## config.mk

```make
export PLATFORM = sky130hd
export DESIGN_NAME = spi_cmd_sequencer_flat
export DESIGN_NICKNAME = d
export VERILOG_FILES = /design/src/rtl/spi_cmd_sequencer_pkg.sv /design/src/rtl/spi_cmd_sequencer_if.sv /design/src/rtl/spi_cmd_sequencer_sync_fifo.sv /design/src/rtl/spi_cmd_sequencer.sv /design/src/flat_wrapper.sv
export SDC_FILE = /design/constraint.sdc
export NUM_CORES = 1
export LEC_CHECK = 0
export ABC_AREA = 1
export BUFFER_PORTS_ARGS = -buffer_cell sky130_fd_sc_hd__buf_2
export CAP_MARGIN = 20
export CORE_MARGIN = 2
export CORE_UTILIZATION = 40
export CTS_CLUSTER_DIAMETER = 120
export DETAILED_ROUTE_END_ITERATION = 10
export PLACE_DENSITY_LB_ADDON = 0.2
export SYNTH_ARGS = -nofsm -noshare
export SYNTH_HDL_FRONTEND = slang
export SYNTH_SLANG_ARGS = --single-unit
```

## constraint.sdc

```tcl
create_clock -name sysclk -period 2.4 [get_ports sysclk]
set_input_delay 0.24 -clock sysclk [delete_from_list [all_inputs] [get_ports sysclk]]
set_output_delay 0.24 -clock sysclk [all_outputs]
set_load 0.02 [all_outputs]
```

## src/rtl/spi_cmd_sequencer_pkg.sv

```systemverilog
// Shared types and defaults for the SPI command sequencer.
package spi_seq_pkg;

    localparam int unsigned WordW            = 16;
    localparam int unsigned FifoDepthDefault = 4;
    localparam int unsigned TimeoutDefault   = 1023;

    typedef enum logic [1:0] {
        StIdle,
        StStart,
        StWaitDone,
        StStore
    } seq_state_e;

endpackage

```

## src/rtl/spi_cmd_sequencer_if.sv

```systemverilog
// Command, response, SPI-master and status signals of the sequencer.
interface spi_cmd_sequencer_if;
    import spi_seq_pkg::*;

    logic [WordW-1:0] cmd_data;
    logic             cmd_valid;
    logic             cmd_ready;

    logic [WordW-1:0] rsp_data;
    logic             rsp_valid;
    logic             rsp_ready;

    logic [WordW-1:0] spi_data_transmit;
    logic             spi_start_transmit;
    logic             spi_transmit_complete;
    logic [WordW-1:0] spi_data_receive;

    logic             busy;
    logic             timeout_err;
    logic             err_clear;

    // Sequencer side.
    modport slave (
        input  cmd_data, cmd_valid, rsp_ready, spi_transmit_complete, spi_data_receive,
               err_clear,
        output cmd_ready, rsp_data, rsp_valid, spi_data_transmit, spi_start_transmit, busy,
               timeout_err
    );

    // Host / SPI-master side.
    modport master (
        output cmd_data, cmd_valid, rsp_ready, spi_transmit_complete, spi_data_receive,
               err_clear,
        input  cmd_ready, rsp_data, rsp_valid, spi_data_transmit, spi_start_transmit, busy,
               timeout_err
    );

endinterface

```

## src/rtl/spi_cmd_sequencer_sync_fifo.sv

```systemverilog
// First-word-fall-through synchronous FIFO; pushes when full and pops when empty are ignored.
module sync_fifo
    import spi_seq_pkg::*;
#(
    parameter int unsigned DEPTH = FifoDepthDefault
) (
    input  logic             sysclk,
    input  logic             rst,
    input  logic             push,
    input  logic [WordW-1:0] push_data,
    input  logic             pop,
    output logic [WordW-1:0] pop_data,
    output logic             full,
    output logic             empty
);

    localparam int unsigned AddrW = $clog2(DEPTH);

    logic [WordW-1:0] mem_q [DEPTH];
    logic [AddrW:0]   wr_ptr_q;
    logic [AddrW:0]   rd_ptr_q;
    logic             do_push;
    logic             do_pop;

    // Extra pointer bit tells full from empty when the addresses match.
    assign full     = (wr_ptr_q[AddrW] != rd_ptr_q[AddrW]) &&
                      (wr_ptr_q[AddrW-1:0] == rd_ptr_q[AddrW-1:0]);
    assign empty    = (wr_ptr_q == rd_ptr_q);
    assign do_push  = push && !full;
    assign do_pop   = pop && !empty;
    assign pop_data = mem_q[rd_ptr_q[AddrW-1:0]];

    // Read/write pointer update.
    always_ff @(posedge sysclk) begin
        if (rst) begin
            wr_ptr_q <= '0;
            rd_ptr_q <= '0;
        end else begin
            if (do_push) wr_ptr_q <= wr_ptr_q + 1'b1;
            if (do_pop)  rd_ptr_q <= rd_ptr_q + 1'b1;
        end
    end

    // Storage write; contents need no reset since empty gates visibility.
    always_ff @(posedge sysclk) begin
        if (do_push) mem_q[wr_ptr_q[AddrW-1:0]] <= push_data;
    end

endmodule

```

## src/rtl/spi_cmd_sequencer.sv

```systemverilog
// Feeds queued command words to an SPI master one at a time and queues the received words.
module spi_cmd_sequencer
    import spi_seq_pkg::*;
#(
    parameter int unsigned FIFO_DEPTH = FifoDepthDefault,
    parameter int unsigned TIMEOUT    = TimeoutDefault
) (
    input logic                sysclk,
    input logic                rst,
    spi_cmd_sequencer_if.slave bus
);

    localparam int unsigned    CntW   = $clog2(TIMEOUT + 1);
    localparam logic [CntW-1:0] CntMax = CntW'(TIMEOUT);

    seq_state_e       state_q, state_d;
    logic [WordW-1:0] tx_q, tx_d;
    logic [CntW-1:0]  cnt_q, cnt_d;
    logic             err_q, err_set;
    logic             cmpl_meta_q, cmpl_s_q;
    logic             spi_start;

    logic             cmd_full, cmd_empty, cmd_pop;
    logic [WordW-1:0] cmd_head;
    logic             rsp_full, rsp_empty, rsp_push;

    sync_fifo #(.DEPTH(FIFO_DEPTH)) u_cmd_fifo (
        .sysclk   (sysclk),
        .rst      (rst),
        .push     (bus.cmd_valid),
        .push_data(bus.cmd_data),
        .pop      (cmd_pop),
        .pop_data (cmd_head),
        .full     (cmd_full),
        .empty    (cmd_empty)
    );

    sync_fifo #(.DEPTH(FIFO_DEPTH)) u_rsp_fifo (
        .sysclk   (sysclk),
        .rst      (rst),
        .push     (rsp_push),
        .push_data(bus.spi_data_receive),
        .pop      (bus.rsp_valid && bus.rsp_ready),
        .pop_data (bus.rsp_data),
        .full     (rsp_full),
        .empty    (rsp_empty)
    );

    // Complete synchronizer; resets high so reset alone never looks like a finished transfer.
    always_ff @(posedge sysclk) begin
        if (rst) begin
            cmpl_meta_q <= 1'b1;
            cmpl_s_q    <= 1'b1;
        end else begin
            cmpl_meta_q <= bus.spi_transmit_complete;
            cmpl_s_q    <= cmpl_meta_q;
        end
    end

    // State, transmit word, timeout counter and sticky error.
    always_ff @(posedge sysclk) begin
        if (rst) begin
            state_q <= StIdle;
            tx_q    <= '0;
            cnt_q   <= '0;
            err_q   <= 1'b0;
        end else begin
            state_q <= state_d;
            tx_q    <= tx_d;
            cnt_q   <= cnt_d;
            err_q   <= err_set || (err_q && !bus.err_clear);
        end
    end

    // Next-state logic; a command is only launched once the SPI master reports idle.
    always_comb begin
        state_d   = state_q;
        tx_d      = tx_q;
        cnt_d     = cnt_q;
        cmd_pop   = 1'b0;
        rsp_push  = 1'b0;
        err_set   = 1'b0;
        spi_start = 1'b0;
        unique case (state_q)
            StIdle: begin
                if (!cmd_empty && !rsp_full && cmpl_s_q) begin
                    cmd_pop = 1'b1;
                    tx_d    = cmd_head;
                    cnt_d   = '0;
                    state_d = StStart;
                end
            end
            StStart: begin
                spi_start = 1'b1;
                if (cnt_q == CntMax) begin
                    err_set = 1'b1;
                    state_d = StIdle;
                end else begin
                    cnt_d = cnt_q + 1'b1;
                    if (!cmpl_s_q) state_d = StWaitDone;
                end
            end
            StWaitDone: begin
                if (cnt_q == CntMax) begin
                    err_set = 1'b1;
                    state_d = StIdle;
                end else begin
                    cnt_d = cnt_q + 1'b1;
                    if (cmpl_s_q) state_d = StStore;
                end
            end
            StStore: begin
                rsp_push = 1'b1;
                state_d  = StIdle;
            end
            default: state_d = StIdle;
        endcase
    end

    assign bus.cmd_ready          = !cmd_full;
    assign bus.rsp_valid          = !rsp_empty;
    assign bus.spi_data_transmit  = tx_q;
    assign bus.spi_start_transmit = spi_start;
    assign bus.busy               = (state_q != StIdle);
    assign bus.timeout_err        = err_q;

endmodule

```

## src/flat_wrapper.sv

```systemverilog
// flat-port wrapper written by rule: the top's interface ports become plain ports
module spi_cmd_sequencer_flat import spi_seq_pkg::*;
#(
    parameter int unsigned FIFO_DEPTH = FifoDepthDefault,
    parameter int unsigned TIMEOUT    = TimeoutDefault
)
  (sysclk, rst, bus_cmd_data, bus_cmd_valid, bus_rsp_ready, bus_spi_transmit_complete, bus_spi_data_receive, bus_err_clear, bus_cmd_ready, bus_rsp_data, bus_rsp_valid, bus_spi_data_transmit, bus_spi_start_transmit, bus_busy, bus_timeout_err);
  spi_cmd_sequencer_if bus_i ();
  input logic sysclk;
  input logic rst;
  input wire logic [$bits(bus_i.cmd_data)-1:0] bus_cmd_data;
  input wire logic [$bits(bus_i.cmd_valid)-1:0] bus_cmd_valid;
  input wire logic [$bits(bus_i.rsp_ready)-1:0] bus_rsp_ready;
  input wire logic [$bits(bus_i.spi_transmit_complete)-1:0] bus_spi_transmit_complete;
  input wire logic [$bits(bus_i.spi_data_receive)-1:0] bus_spi_data_receive;
  input wire logic [$bits(bus_i.err_clear)-1:0] bus_err_clear;
  output wire logic [$bits(bus_i.cmd_ready)-1:0] bus_cmd_ready;
  output wire logic [$bits(bus_i.rsp_data)-1:0] bus_rsp_data;
  output wire logic [$bits(bus_i.rsp_valid)-1:0] bus_rsp_valid;
  output wire logic [$bits(bus_i.spi_data_transmit)-1:0] bus_spi_data_transmit;
  output wire logic [$bits(bus_i.spi_start_transmit)-1:0] bus_spi_start_transmit;
  output wire logic [$bits(bus_i.busy)-1:0] bus_busy;
  output wire logic [$bits(bus_i.timeout_err)-1:0] bus_timeout_err;
  assign bus_i.cmd_data = bus_cmd_data;
  assign bus_i.cmd_valid = bus_cmd_valid;
  assign bus_i.rsp_ready = bus_rsp_ready;
  assign bus_i.spi_transmit_complete = bus_spi_transmit_complete;
  assign bus_i.spi_data_receive = bus_spi_data_receive;
  assign bus_i.err_clear = bus_err_clear;
  assign bus_cmd_ready = bus_i.cmd_ready;
  assign bus_rsp_data = bus_i.rsp_data;
  assign bus_rsp_valid = bus_i.rsp_valid;
  assign bus_spi_data_transmit = bus_i.spi_data_transmit;
  assign bus_spi_start_transmit = bus_i.spi_start_transmit;
  assign bus_busy = bus_i.busy;
  assign bus_timeout_err = bus_i.timeout_err;
  spi_cmd_sequencer #(.FIFO_DEPTH(FIFO_DEPTH), .TIMEOUT(TIMEOUT)) u_core (.sysclk(sysclk), .rst(rst), .bus(bus_i));
endmodule
```

### Word level (Yosys, flattened, before mapping)

Memory sizes are Yosys's and may differ from the RTL's. A register that Yosys moved wholly into a read port is not among the register bits.
Index checks and enable logic that the tools add are counted.

| storage, ports and cells | value |
|---|---|
| bits in registers | 27 |
| bits in latches | 0 |
| bits in writable memories | 128 |
| bits in read-only memories | 0 |
| output and inout port bits | 37 |
| logic and storage cells | 74 |
| memories kept | 2 |

| cells by class | value |
|---|---|
| $add $sub $neg | 5 |
| $mul | 0 |
| div/mod/pow operators | 0 |
| order comparisons | 0 |
| equality and inequality tests | 14 |
| shifts and indexed selects | 0 |
| mux-type cells | 21 |
| bitwise logic cells | 0 |
| reductions and logical operators | 23 |

Memories:

| memory | words | bits a word | read ports | clocked after memory_dff | write ports | line | source |
|---|---|---|---|---|---|---|---|
| u_core.u_cmd_fifo.mem_q | 4 | 16 | 1 | 1 | 1 | spi_cmd_sequencer_sync_fifo.sv:19 | `logic [WordW-1:0] mem_q [DEPTH];` |
| u_core.u_rsp_fifo.mem_q | 4 | 16 | 1 | 1 | 1 | spi_cmd_sequencer_sync_fifo.sv:19 |  |

Operators by type and width:

| kind | number |
|---|---|
| $mux W10 | 2 |
| $pmux W10 S2 | 1 |
| $mux W2 | 7 |
| $add A3 B1 Y3 const B | 4 |
| $add A10 B1 Y10 const B | 1 |
| $eq A10 B10 Y1 const B | 1 |
| $logic_and A1 B1 Y1 | 10 |
| $mux W1 | 10 |
| $pmux W2 S4 | 1 |
| $eq A3 B3 Y1 | 2 |
| $reduce_and A3 Y1 | 2 |
| $logic_not A1 Y1 | 5 |
| $eq A2 B2 Y1 | 2 |
| $eq A2 B2 Y1 const B | 2 |
| $reduce_bool A2 Y1 | 2 |
| $ne A3 B1 Y1 const B | 1 |
| $ne A3 B3 Y1 const B | 1 |
| $eq A2 B1 Y1 const B | 1 |
| $logic_not A2 Y1 | 1 |
| $ne A1 B1 Y1 | 2 |
| $ne A2 B1 Y1 const B | 1 |
| $ne A2 B2 Y1 const B | 1 |
| $reduce_and A2 Y1 | 1 |
| $reduce_or A2 Y1 | 1 |
| $logic_or A1 B1 Y1 | 1 |

### Longest topological paths before layout

Gate-level depths: netlist of run 1.

| logic depth | value |
|---|---|
| depth in word-level cells | 8 |
| mapped depth | 10 |

### By module

A second synthesis of run 1 with hierarchy kept.

| second synthesis, totals | value |
|---|---|
| cell total of the unflattened synthesis | 657 |
| area total of the unflattened synthesis | 7,200.7 µm² |

By module, submodules not included:

| module | instances | cells each | area an instance (µm²) | seq. area each (µm²) |
|---|---|---|---|---|
| sync_fifo | 2 | 228 | 2,869.0 | 2,082.0 |
| spi_cmd_sequencer | 1 | 201 | 1,462.7 | 620.6 |

### Worst setup path after synthesis of run 1

Ideal clock, no wire load.

| path | value |
|---|---|
| path kind | register to register |
| start | register u_core.u_cmd_fifo.rd_ptr_q[1] |
| end | memory u_core.u_cmd_fifo.mem_q[0][0], enable pin |
| setup time | 389 ps |
| arrival time | 1,771 ps |
| required time | 2,011 ps |
| setup slack | 240 ps |
| cell stages (with the launch flop) | 7 |
| path buffers | 0 |
| cell sequence | dfxtp_1 inv_2 nand2_2 nand2_2 nand4_1 nand2_2 nor2_1 |

| on the way | value |
|---|---|
| word-level cells in the longest chain between the ends | 6 |

Ends and longest elaborated chain:

| item | line | source |
|---|---|---|
| start, declared | spi_cmd_sequencer_sync_fifo.sv:21 | `logic [AddrW:0] rd_ptr_q;` |
| start signal, assigned | spi_cmd_sequencer_sync_fifo.sv:40 | `if (do_pop) rd_ptr_q <= rd_ptr_q + 1'b1;` |
| $eq A2 B2 Y1 | spi_cmd_sequencer_sync_fifo.sv:27 | `(wr_ptr_q[AddrW-1:0] == rd_ptr_q[AddrW-1:0]);` |
| $logic_and A1 B1 Y1 | spi_cmd_sequencer_sync_fifo.sv:26 | `assign full = (wr_ptr_q[AddrW] != rd_ptr_q[AddrW]) &&` |
| $logic_not A1 Y1 | -- |  |
| named net bus_cmd_ready | flat_wrapper.sv:17 | `output wire logic [$bits(bus_i.cmd_ready)-1:0] bus_cmd_ready;` |
| $logic_and A1 B1 Y1 | spi_cmd_sequencer_sync_fifo.sv:29 | `assign do_push = push && !full;` |
| $mux W1 | spi_cmd_sequencer_sync_fifo.sv:46 | `if (do_push) mem_q[wr_ptr_q[AddrW-1:0]] <= push_data;` |
| $mux W1 (implied by the code) | spi_cmd_sequencer_sync_fifo.sv:46 |  |
| end, declared | spi_cmd_sequencer_sync_fifo.sv:19 |  |

The timed path passes the listed nets, and every way through them passes these cells.

### Worst setup path after layout of run 1

| path | value |
|---|---|
| start | register u_core.u_cmd_fifo.rd_ptr_q[1] |
| end | memory u_core.u_cmd_fifo.mem_q[3][12], enable pin |

| on the way | value |
|---|---|
| word-level cells in the longest chain between the ends | 6 |

Ends and longest elaborated chain:

| item | line |
|---|---|
| $eq A2 B2 Y1 | spi_cmd_sequencer_sync_fifo.sv:27 |
| $logic_and A1 B1 Y1 | spi_cmd_sequencer_sync_fifo.sv:26 |
| $logic_not A1 Y1 | spi_cmd_sequencer_sync_fifo.sv:29 |
| $logic_and A1 B1 Y1 | spi_cmd_sequencer_sync_fifo.sv:29 |
| $mux W1 | spi_cmd_sequencer_sync_fifo.sv:46 |
| $mux W1 (implied by the code) | spi_cmd_sequencer_sync_fifo.sv:46 |

Every way passes these cells.

==> results of run 1 <==
## metal layers
layer	vias to the layer above	GRT usage, %	wire, µm
met5	-	0	0
met4	0	5.84	225
met3	15	4.86	750
met2	105	27.2	7260
met1	2269	20.4	6540
li1	2347	-	-
## layout by cell type (no fill, tap or decap), drive strengths merged, types with 23 or more instances in the layout
cell type | Yosys | layout
edfxtp | 128 | 128
nor2 | 123 | 123
buf | 9 | 91
o21ai | 91 | 91
nand2 | 55 | 55
dfxtp | 45 | 45
inv | 37 | 45
o22ai | 32 | 32
a21oi | 26 | 26
nand3 | 23 | 23
## layout make-up
| type | instances | area (µm²) | area share, % |
|---|---|---|---|
| Sequential cell | 173 | 4740 | 56.6 |
| Clock inverter | 15 | 194 | 2.31 |
| Timing Repair Buffer | 92 | 508 | 6.06 |
| Multi-Input combinational cell | 383 | 2080 | 24.9 |
| Inverter | 38 | 145 | 1.73 |
| Tap cell | 225 | 282 | 3.36 |
| Clock buffer | 17 | 425 | 5.07 |
## sequential cells by signal, summed over array words and instances, names as in the netlist, named ones only
register	cells
u_core.u_rsp_fifo.mem_q	64
u_core.state_q	2
u_core.bus.spi_data_transmit	16
u_core.bus.timeout_err	1
u_core.u_cmd_fifo.wr_ptr_q	3
u_core.u_cmd_fifo.rd_ptr_q	3
u_core.cnt_q	10
u_core.cmpl_meta_q	1
u_core.cmpl_s_q	1
u_core.u_rsp_fifo.wr_ptr_q	3
u_core.u_cmd_fifo.mem_q	64
u_core.u_rsp_fifo.rd_ptr_q	3
## cells by family after synthesis
kind of cell               Yosys count  share of synthesized area [%]
adders and majority gates           16                           2.82
and+or+nand+nor                    213                           14.1
buffers and inverters               65                           3.94
AOI/OAI and AO/OA                  150                           11.6
xor gates and xnor gates             4                          0.757
DFF                                173                           66.7
## critical path, stage by stage, from the launching register on
cell and delay, ns:
dfxtp_1 0.51, inv_2 0.07, nand2_2 0.06, nand2_2 0.07
nand4_1 0.14, nand2_2 0.13, nor2_2 0.79
## how the worst max path moves through the flow
stage                                  start                        endpoint  slack [ns]  depth (start not counted)
2_1_floorplan  u_core.u_cmd_fifo.rd_ptr_q[1]   u_core.u_cmd_fifo.mem_q[0][0]        0.24                          6
3_3_place_gp   u_core.u_cmd_fifo.rd_ptr_q[1]  u_core.u_cmd_fifo.mem_q[3][14]        0.24                          6
3_5_place_dp   u_core.u_cmd_fifo.rd_ptr_q[1]   u_core.u_cmd_fifo.mem_q[3][0]        0.20                          6
4_1_cts        u_core.u_cmd_fifo.rd_ptr_q[1]   u_core.u_cmd_fifo.mem_q[3][9]        0.20                          6
5_1_grt        u_core.u_cmd_fifo.rd_ptr_q[1]   u_core.u_cmd_fifo.wr_ptr_q[2]       0.003                          8
6_report       u_core.u_cmd_fifo.rd_ptr_q[1]  u_core.u_cmd_fifo.mem_q[3][12]        0.25                          6
## power breakdown
part	total, mW	internal [mW]	switching, mW
sequential	3.71	3.53	0.188
combinational	3.31	1.02	2.29
clock	2.83	1.59	1.23
total	9.85	6.14	3.71
## per-stage QoR
step | hold WS [ns] | util [%] | instance area (µm²)
floorplan | 0.309 | - | 7110
global placement | 0.405 | 44.7 | 7750
detailed placement | 0.405 | 44.7 | 7750
CTS | 0.00242 | 48.3 | 8380
global route | 0.00209 | 48.3 | 8380
finish | 0.0277 | 48.3 | 8380
==> flow_summary.ini, run 1 <==
[logic_synthesis]
yosysMostFrequentCell = edfxtp_1
synth_edf_count = 128
ys_ff_latch = 173
ys_async_sr_fraction_pct = 0
synth_top_area_cell = edfxtp_1
synth.avg_cell_area_um2 = 11.4
synth_area_mm2 = 0.00711
synth_area_leaders = edfxtp_1, dfxtp_1, nor2_1
synth_common_cells = edfxtp_1, nor2_1, o21ai_0
synthDistinctLibCells = 38
synth_flop_cell = edfxtp_1
post-synth-top-area-fraction_pct = 54.1
syn_inst = 621
ys_seq_area_share_pct = 66.7
yosys_warnings = 0
syn-num-nets = 675

[detailed_routing]
drcViolationCount = 0
num_vias = 4736
drt_pass1_iterations = 4
postRouteAntennaNets = 0
dr.first_iter.drc_count = 271
wl_per_cell_um = 15.7
drt-total-wl_mm = 14.8
drt-vias-per-instance = 5.02

[cts]
cts_setup_buffers = 0
cts_made_buffers = 17
cts.sinks = 173
cts_tree = built
cts_hold_buf = 1
clock_latency_ns = 0.42
clock_path_buffers = 2
clkTransAtPathRegs_ns = 0.07
cts-htree-levels = 4
root_buffer = clkbuf_16
cts-resized-gates = 0

[global_routing]
grtUsageTotal_pct = 16.4
grt_pass1_wl_mm = 23.2
grt_pass1_vias = 4552
grt_max_degree = 35
antenna_found_initial = 0
grt_overflow = 0

[place]
pre_cts_slack_ns = 0.201
place_congestion = 0.770
dp_hpwl_mm = 9.37
io_buffers = 74
dp_cells = 910

[hold_path]
hold_depth = 1
holdPathEnd = u_core.u_rsp_fifo.mem_q[0][14]
min_path_type = in -> reg
hp-start = bus_spi_data_receive[14]

[die]
die_h_um = 137
num_rows = 48
die_width_um = 137
die-area_mm2 = 0.0189
start_util_pct = 41.0
boundaryPins = 75
fp.coreArea_mm2 = 0.0174

[final_layout]
final_layout_size_suffix_gt1_share_pct = 22.7
area_growth_pct = 17.9
layout.nets = 759
fill_cells = 1560
final_cell_count_no_fill = 943
num_antenna_cells = 0

[power]
p_total_mw = 9.85
power_density_mw_per_mm2 = 1170
p_leak_nw = 3.10
ir_drop_mv = 0.696

[critical_path]
r2r_slack_ns = 0.25
cp.arrival_ns = 2.19
r2r_cells = 6
critPathMaxFanout = 17
crit_required_ns = 2.44
worstReg2RegStart = u_core.u_cmd_fifo.rd_ptr_q[1]
end_kind = register
startpoint_type = register
crit_type = reg -> reg
reg2reg_to = u_core.u_cmd_fifo.mem_q[3][12]

[status]
status = finished, final reports clean

[timing]
final_hold_viol_count = 0
period_needed_ns = 2.15
slew_headroom_pct = 32.3
finalSetupTns_ns = 0
worstMarginPinSlew_ns = 1.01
finalCritPeriodShare_pct = 89.6
setup_viol = 0
rsz0062_at_grt = false
fin_skew_ns = 0.0113
worst_slack_ns = 0.250
max_freq_mhz = 465
final_max_slew_viol_count = 0

[job]
drv_cap = 0
(Power assumes the default switching activity.)
==> inputs of run 2 (changes only) <==
==> constraint.sdc (replaced) <==
create_clock -name sysclk -period 2.45 [get_ports sysclk]
set_input_delay 0.245 -clock sysclk [delete_from_list [all_inputs] [get_ports sysclk]]
set_output_delay 0.245 -clock sysclk [all_outputs]
set_load 0.02 [all_outputs]
==> run 2 against run 1 <==
Net effect:
- sequential cell count did not move
- count of clock-buffer cells in the layout unchanged
- clock skew decreased by 0.0023 ns
- largest power group unchanged
- non-clock buffer count grew 4
- total power is 2.1% lower
- via count rose by 0.95%
- critical path depth unchanged
- final cell count up 0.42%
- highest routed layer unchanged
==> flow_summary.ini, run 2 (synthesized netlist as in run 1, its figures left out) <==
[hold_path]
min_path_type = in -> reg

[cts]
cts-htree-levels = 4
clock_latency_ns = 0.43
clkTransAtPathRegs_ns = 0.07
cts.sinks = 173
cts_tree = built
root_buffer = clkbuf_16
cts_made_buffers = 17
clock_path_buffers = 2

[critical_path]
r2r_cells = 8
cp.arrival_ns = 1.84
crit_end = bus_rsp_data[15]
reg2reg_to = u_core.cnt_q[2]
end_kind = primary output
crit_type = reg -> out
r2r_slack_ns = 0.53
startpoint_type = register
crit_required_ns = 2.20
critPathMaxFanout = 32
worstReg2RegStart = u_core.state_q[0]

[detailed_routing]
drt-vias-per-instance = 5.05
drt-total-wl_mm = 14.9
wl_per_cell_um = 15.7
drcViolationCount = 0
dr.first_iter.drc_count = 265
drt_pass1_iterations = 5
num_vias = 4781
postRouteAntennaNets = 0

[global_routing]
antenna_found_initial = 0
grt_max_degree = 35
grt_pass1_wl_mm = 23.7
grt_overflow = 0
grt_pass1_vias = 4739
grtUsageTotal_pct = 16.6

[final_layout]
final_common_cell = edfxtp_1
layout.nets = 763
seq_area_mm2 = 0.00474
mostFrequentLayoutCells = edfxtp_1, nor2_1, buf_2
multi_input_area_mm2 = 0.00208
final_layout_size_suffix_gt1_share_pct = 23.0
area_growth_pct = 18.2
fill_cells = 1565
num_antenna_cells = 0

[timing]
fin_skew_ns = 0.00906
max_freq_mhz = 481
finalCritPeriodShare_pct = 84.9
final_hold_viol_count = 0
rsz0062_at_grt = false
final_max_slew_viol_count = 0
setup_viol = 0
period_needed_ns = 2.08
finalSetupTns_ns = 0
worstMarginPinSlew_ns = 0.955
worst_slack_ns = 0.370
slew_headroom_pct = 36.3

[die]
die-area_mm2 = 0.0189
num_rows = 48
die_h_um = 137
start_util_pct = 41.0
die_width_um = 137
boundaryPins = 75
fp.coreArea_mm2 = 0.0174

[power]
pwr-share-clk_pct = 28.5
switching_share_pct = 37.5
seq_power_share_pct = 37.5
power_density_mw_per_mm2 = 1150
p_leak_nw = 3.12
p_sw_mw = 3.62
combPwrFrac_pct = 33.9
p_int_mw = 6.02
ir_drop_mv = 0.725

[place]
place_congestion = 0.778
dp_hpwl_mm = 9.71
io_buffers = 74
pre_cts_slack_ns = 0.568

[job]
drv_cap = 0

[status]
status = finished, final reports clean
[run 2: critical path, cell delays in order (launching register included)]
cell and delay (ns):
dfxtp_1 0.31, buf_4 0.19, inv_1 0.06, buf_4 0.31, o21ai_0 0.14, o22ai_1 0.19, buf_2 0.20
[run 2: routing by layer]
layer  track usage, %  wire (µm)  vias up
li1                 -          -     2358
met1             20.4       6660     2286
met2             27.4       7140      119
met3             4.60        782       18
met4             7.50        300        0
met5                0          0        -
[run 2: what timing repair did]
item                      4_1_cts  5_1_grt
buffers inserted                0        0
hold endpoints to repair        1        0
resized for setup               0        0
hold buffers                    1        0
[run 2: area by class of cell]
class	instances	share of cell area (%)
flip-flops and latches	173	56.5
multi-input cells	383	24.8
repair buffers	96	6.40
clock buffers	17	5.06
well taps	225	3.35
clock inverters	15	2.16
inverters	38	1.73
[run 2: through the flow]
stage                     power [mW]  util [%]  cell area, µm²  std cells  hold slack [ns]
after floorplan                 6.01         -            7110        621            0.314
final                           9.64      48.4            8400        947           0.0278
after global routing            10.2      48.4            8400        947          0.00765
after CTS                       9.73      48.4            8400        947           0.0117
after detailed placement        6.98      44.8            7780        914            0.406
after global placement          6.89      44.8            7780        914            0.416
[run 2: power by group through the flow]
| stage | clock, mW | sequential, mW | combinational (mW) |
|---|---|---|---|
| after floorplan | 0 | 3.81 | 2.20 |
| after global placement | 0 | 3.67 | 3.21 |
| after detailed placement | 0 | 3.68 | 3.29 |
| after CTS | 2.80 | 3.62 | 3.31 |
| after global routing | 2.93 | 3.65 | 3.63 |
| final | 2.75 | 3.62 | 3.27 |
[run 2: worst min path at each step]
stage / start / to / slack, ns / cells after the start
floorplan: rst / u_core.cnt_q[9] / 0.31 / 1
global placement: u_core.cmpl_meta_q / u_core.cmpl_s_q / 0.42 / 1
detailed placement: u_core.cmpl_meta_q / u_core.cmpl_s_q / 0.41 / 1
CTS: bus_cmd_data[4] / u_core.u_cmd_fifo.mem_q[1][4] / 0.01 / 1
global route: bus_spi_data_receive[11] / u_core.u_rsp_fifo.mem_q[3][11] / 0.008 / 1
finish: bus_cmd_data[4] / u_core.u_cmd_fifo.mem_q[0][4] / 0.03 / 1
==> inputs of run 3 (changes only) <==
--- a/config.mk
+++ b/config.mk
@@ -5,7 +5,7 @@
 export SDC_FILE = /design/constraint.sdc
 export NUM_CORES = 1
 export LEC_CHECK = 0
-export ABC_AREA = 1
+export ABC_AREA = 0
 export BUFFER_PORTS_ARGS = -buffer_cell sky130_fd_sc_hd__buf_2
 export CAP_MARGIN = 20
 export CORE_MARGIN = 2
==> constraint.sdc (replaced) <==
create_clock -name sysclk -period 1.87 [get_ports sysclk]
set_input_delay 0.187 -clock sysclk [delete_from_list [all_inputs] [get_ports sysclk]]
set_output_delay 0.187 -clock sysclk [all_outputs]
set_load 0.02 [all_outputs]
==> run 3 against run 2 <==
Net effect:
- critical path depth fell by 3
- wire length fell by 15%
- largest power group unchanged
- area after synthesis fell by 2.9%
- critical endpoint is now bus_rsp_data[8]
==> flow_summary.ini, run 3 <==
[power]
power_density_mw_per_mm2 = 1150
p_total_mw = 10.2
p_leak_nw = 3.22
ir_drop_mv = 0.667

[critical_path]
r2r_cells = 7
worstReg2RegStart = u_core.state_q[1]
r2r_slack_ns = 0.08
critPathTopFamily = multiplexers
cp_cell_sequence = buf_12 -> mux4_2 -> buf_6
critPathMaxFanout = 8
cpPeakStageDelay_ns = 0.54
cpMaxStageDelayCell = mux4_2
crit_required_ns = 1.68
reg2reg_to = u_core.state_q[1]
cp.arrival_ns = 1.66
crit_type = reg -> out
crit_buf_inv = 2
startpoint_type = register
end_kind = primary output

[place]
dp_hpwl_mm = 8.04
io_buffers = 74
placed_area_mm2 = 0.00777
place_congestion = 0.752

[logic_synthesis]
synth.avg_cell_area_um2 = 16.6
synth_edf_count = 128
synthDistinctLibCells = 47
ys_seq_area_share_pct = 68.7
synth_flop_cell = edfxtp_1
post-synth-top-area-fraction_pct = 55.7
synth_top_area_cell = edfxtp_1
syn_inst = 417
synth_common_cells = edfxtp_1, dfxtp_1, nor2_1
ys_async_sr_fraction_pct = 0
yosysMostFrequentCell = edfxtp_1
yosys_warnings = 0
syn-num-nets = 471
synth_area_leaders = edfxtp_1, dfxtp_1, mux4_2
synth_area_mm2 = 0.00690
ys_ff_latch = 173

[final_layout]
finalInstanceArea_mm2 = 0.00884
final_common_cell = edfxtp_1
multi_input_area_mm2 = 0.00200
seq_area_mm2 = 0.00475
fill_cells = 1428
num_antenna_cells = 0
final_layout_size_suffix_gt1_share_pct = 31.7
utilization_pct = 51.8
area_growth_pct = 28.1
mostFrequentLayoutCells = edfxtp_1, buf_2, dfxtp_1
layout.nets = 608

[timing]
final_hold_viol_count = 0
final_max_slew_viol_count = 0
fin_skew_ns = 0.0107
setup_viol = 0
worstMarginPinSlew_ns = 0.497
max_freq_mhz = 541
period_needed_ns = 1.85
finalCritPeriodShare_pct = 98.8
slew_headroom_pct = 66.9
rsz0062_at_grt = true

[detailed_routing]
drcViolationCount = 0
postRouteAntennaNets = 0
dr.first_iter.drc_count = 145
drt-vias-per-instance = 4.96
drt-total-wl_mm = 12.7
wl_per_cell_um = 16.0
drt_pass1_iterations = 5
num_vias = 3928

[die]
boundaryPins = 75
fp.coreArea_mm2 = 0.0171
die-area_mm2 = 0.0183
die_h_um = 135
die_width_um = 135
start_util_pct = 40.5
num_rows = 48

[cts]
clock_path_buffers = 2
cts.sinks = 173
clock_latency_ns = 0.42
clkTransAtPathRegs_ns = 0.06
cts_made_buffers = 17
cts-htree-levels = 4
root_buffer = clkbuf_16
cts_tree = built

[global_routing]
grt_overflow = 0
grt_pass1_wl_mm = 20.3
grt_max_degree = 30
grtUsageTotal_pct = 14.8
grt_pass1_vias = 4017
antenna_found_initial = 0

[status]
status = finished, final reports clean

[hold_path]
hp-start = bus_err_clear
holdPathEnd = u_core.bus.timeout_err
hold_depth = 4
min_path_type = in -> reg

[job]
drv_cap = 0
run 3: changes by cell type in the layout (fill, tap and decap cells not counted), moves of 11 or more:
| cell | change |
|---|---|
| mux4_2 | +26 |
| o21ai_0 | -69 |
| nand2_1 | -39 |
| buf_6 | +15 |
| o21ai_1 | -18 |
| o22ai_1 | -32 |
| buf_2 | -15 |
| inv_1 | -19 |
| nor2_1 | -81 |
| nand3_2 | -11 |
| mux2i_1 | +18 |
| dlygate4sd3_1 | +32 |
run 3: worst reg2reg max path: stages, from the launching register on:
cell and delay, ns:
dfxtp_2 0.33, inv_1 0.08, ha_2 0.18, nor2b_1 0.14, a41oi_2 0.21, nand2_1 0.10, or4_1 0.54, a21oi_1 0.15
run 3: metrics by stage:
| step | hold WS [ns] | cells | worst slack [ns] | TNS [ns] |
|---|---|---|---|---|
| 2_1_floorplan | 0.286 | 417 | 0.0634 | 0 |
| 3_3_place_gp | 0.371 | 725 | 0.115 | 0 |
| 3_5_place_dp | 0.377 | 725 | 0.0449 | 0 |
| 4_1_cts | 0.0607 | 791 | -0.0187 | -0.0253 |
| 5_1_grt | 0.0721 | 792 | -0.0300 | -0.160 |
| 6_report | 0.0734 | 792 | 0.0226 | 0 |
run 3: kinds of logic after synthesis:
family,after synthesis,synth area share (%)
mux,50,13.4
fa+ha+maj,16,2.90
buf+inv,34,2.57
flops,173,68.7
simple gates,92,6.63
compound gates,37,3.68
xor+xnor,15,2.12
run 3: layout make-up:
cell class              count  area share [%]
inverters                  15           0.637
well taps                 225            3.18
clock buffers              17            4.81
flip-flops and latches    173            53.7
clock inverters            15            1.91
repair buffers            137            13.2
multi-input cells         210            22.6
run 3: timing repair:
item / 4_1_cts / 5_1_grt
hold buffers: 33 / 0
buffers inserted: 0 / 1
gates resized for setup: 10 / 28
setup endpoints to repair: 15 / 65
gates cloned: 1 / 0
hold endpoints to repair: 129 / 0
pin swaps: 0 / 3
run 3: power breakdown:
| group | internal (mW) | switching, mW | leakage, nW |
|---|---|---|---|
| registers | 4.37 | 0.124 | 1.53 |
| clock network | 1.90 | 1.56 | 0.286 |
| logic | 1.06 | 1.16 | 1.40 |
run 3: worst max-delay path by stage:
stage / to / slack [ns] / cells after the start
2_1_floorplan: u_core.u_rsp_fifo.mem_q[3][0] / 0.06 / 3
4_1_cts: bus_rsp_data[8] / -0.02 / 3
6_report: bus_rsp_data[8] / 0.02 / 3
5_1_grt: bus_rsp_data[13] / -0.03 / 3
3_5_place_dp: u_core.cnt_q[5] / 0.04 / 8
3_3_place_gp: u_core.cnt_q[5] / 0.12 / 8
run 3: routing by layer:
layer | global-route usage [%] | routed length [µm] | vias up
li1 | - | - | 1880
met1 | 17.4 | 5290 | 1958
met2 | 26.2 | 6690 | 75
met3 | 4.15 | 516 | 15
met4 | 5.03 | 182 | 0
met5 | 0 | 0 | -
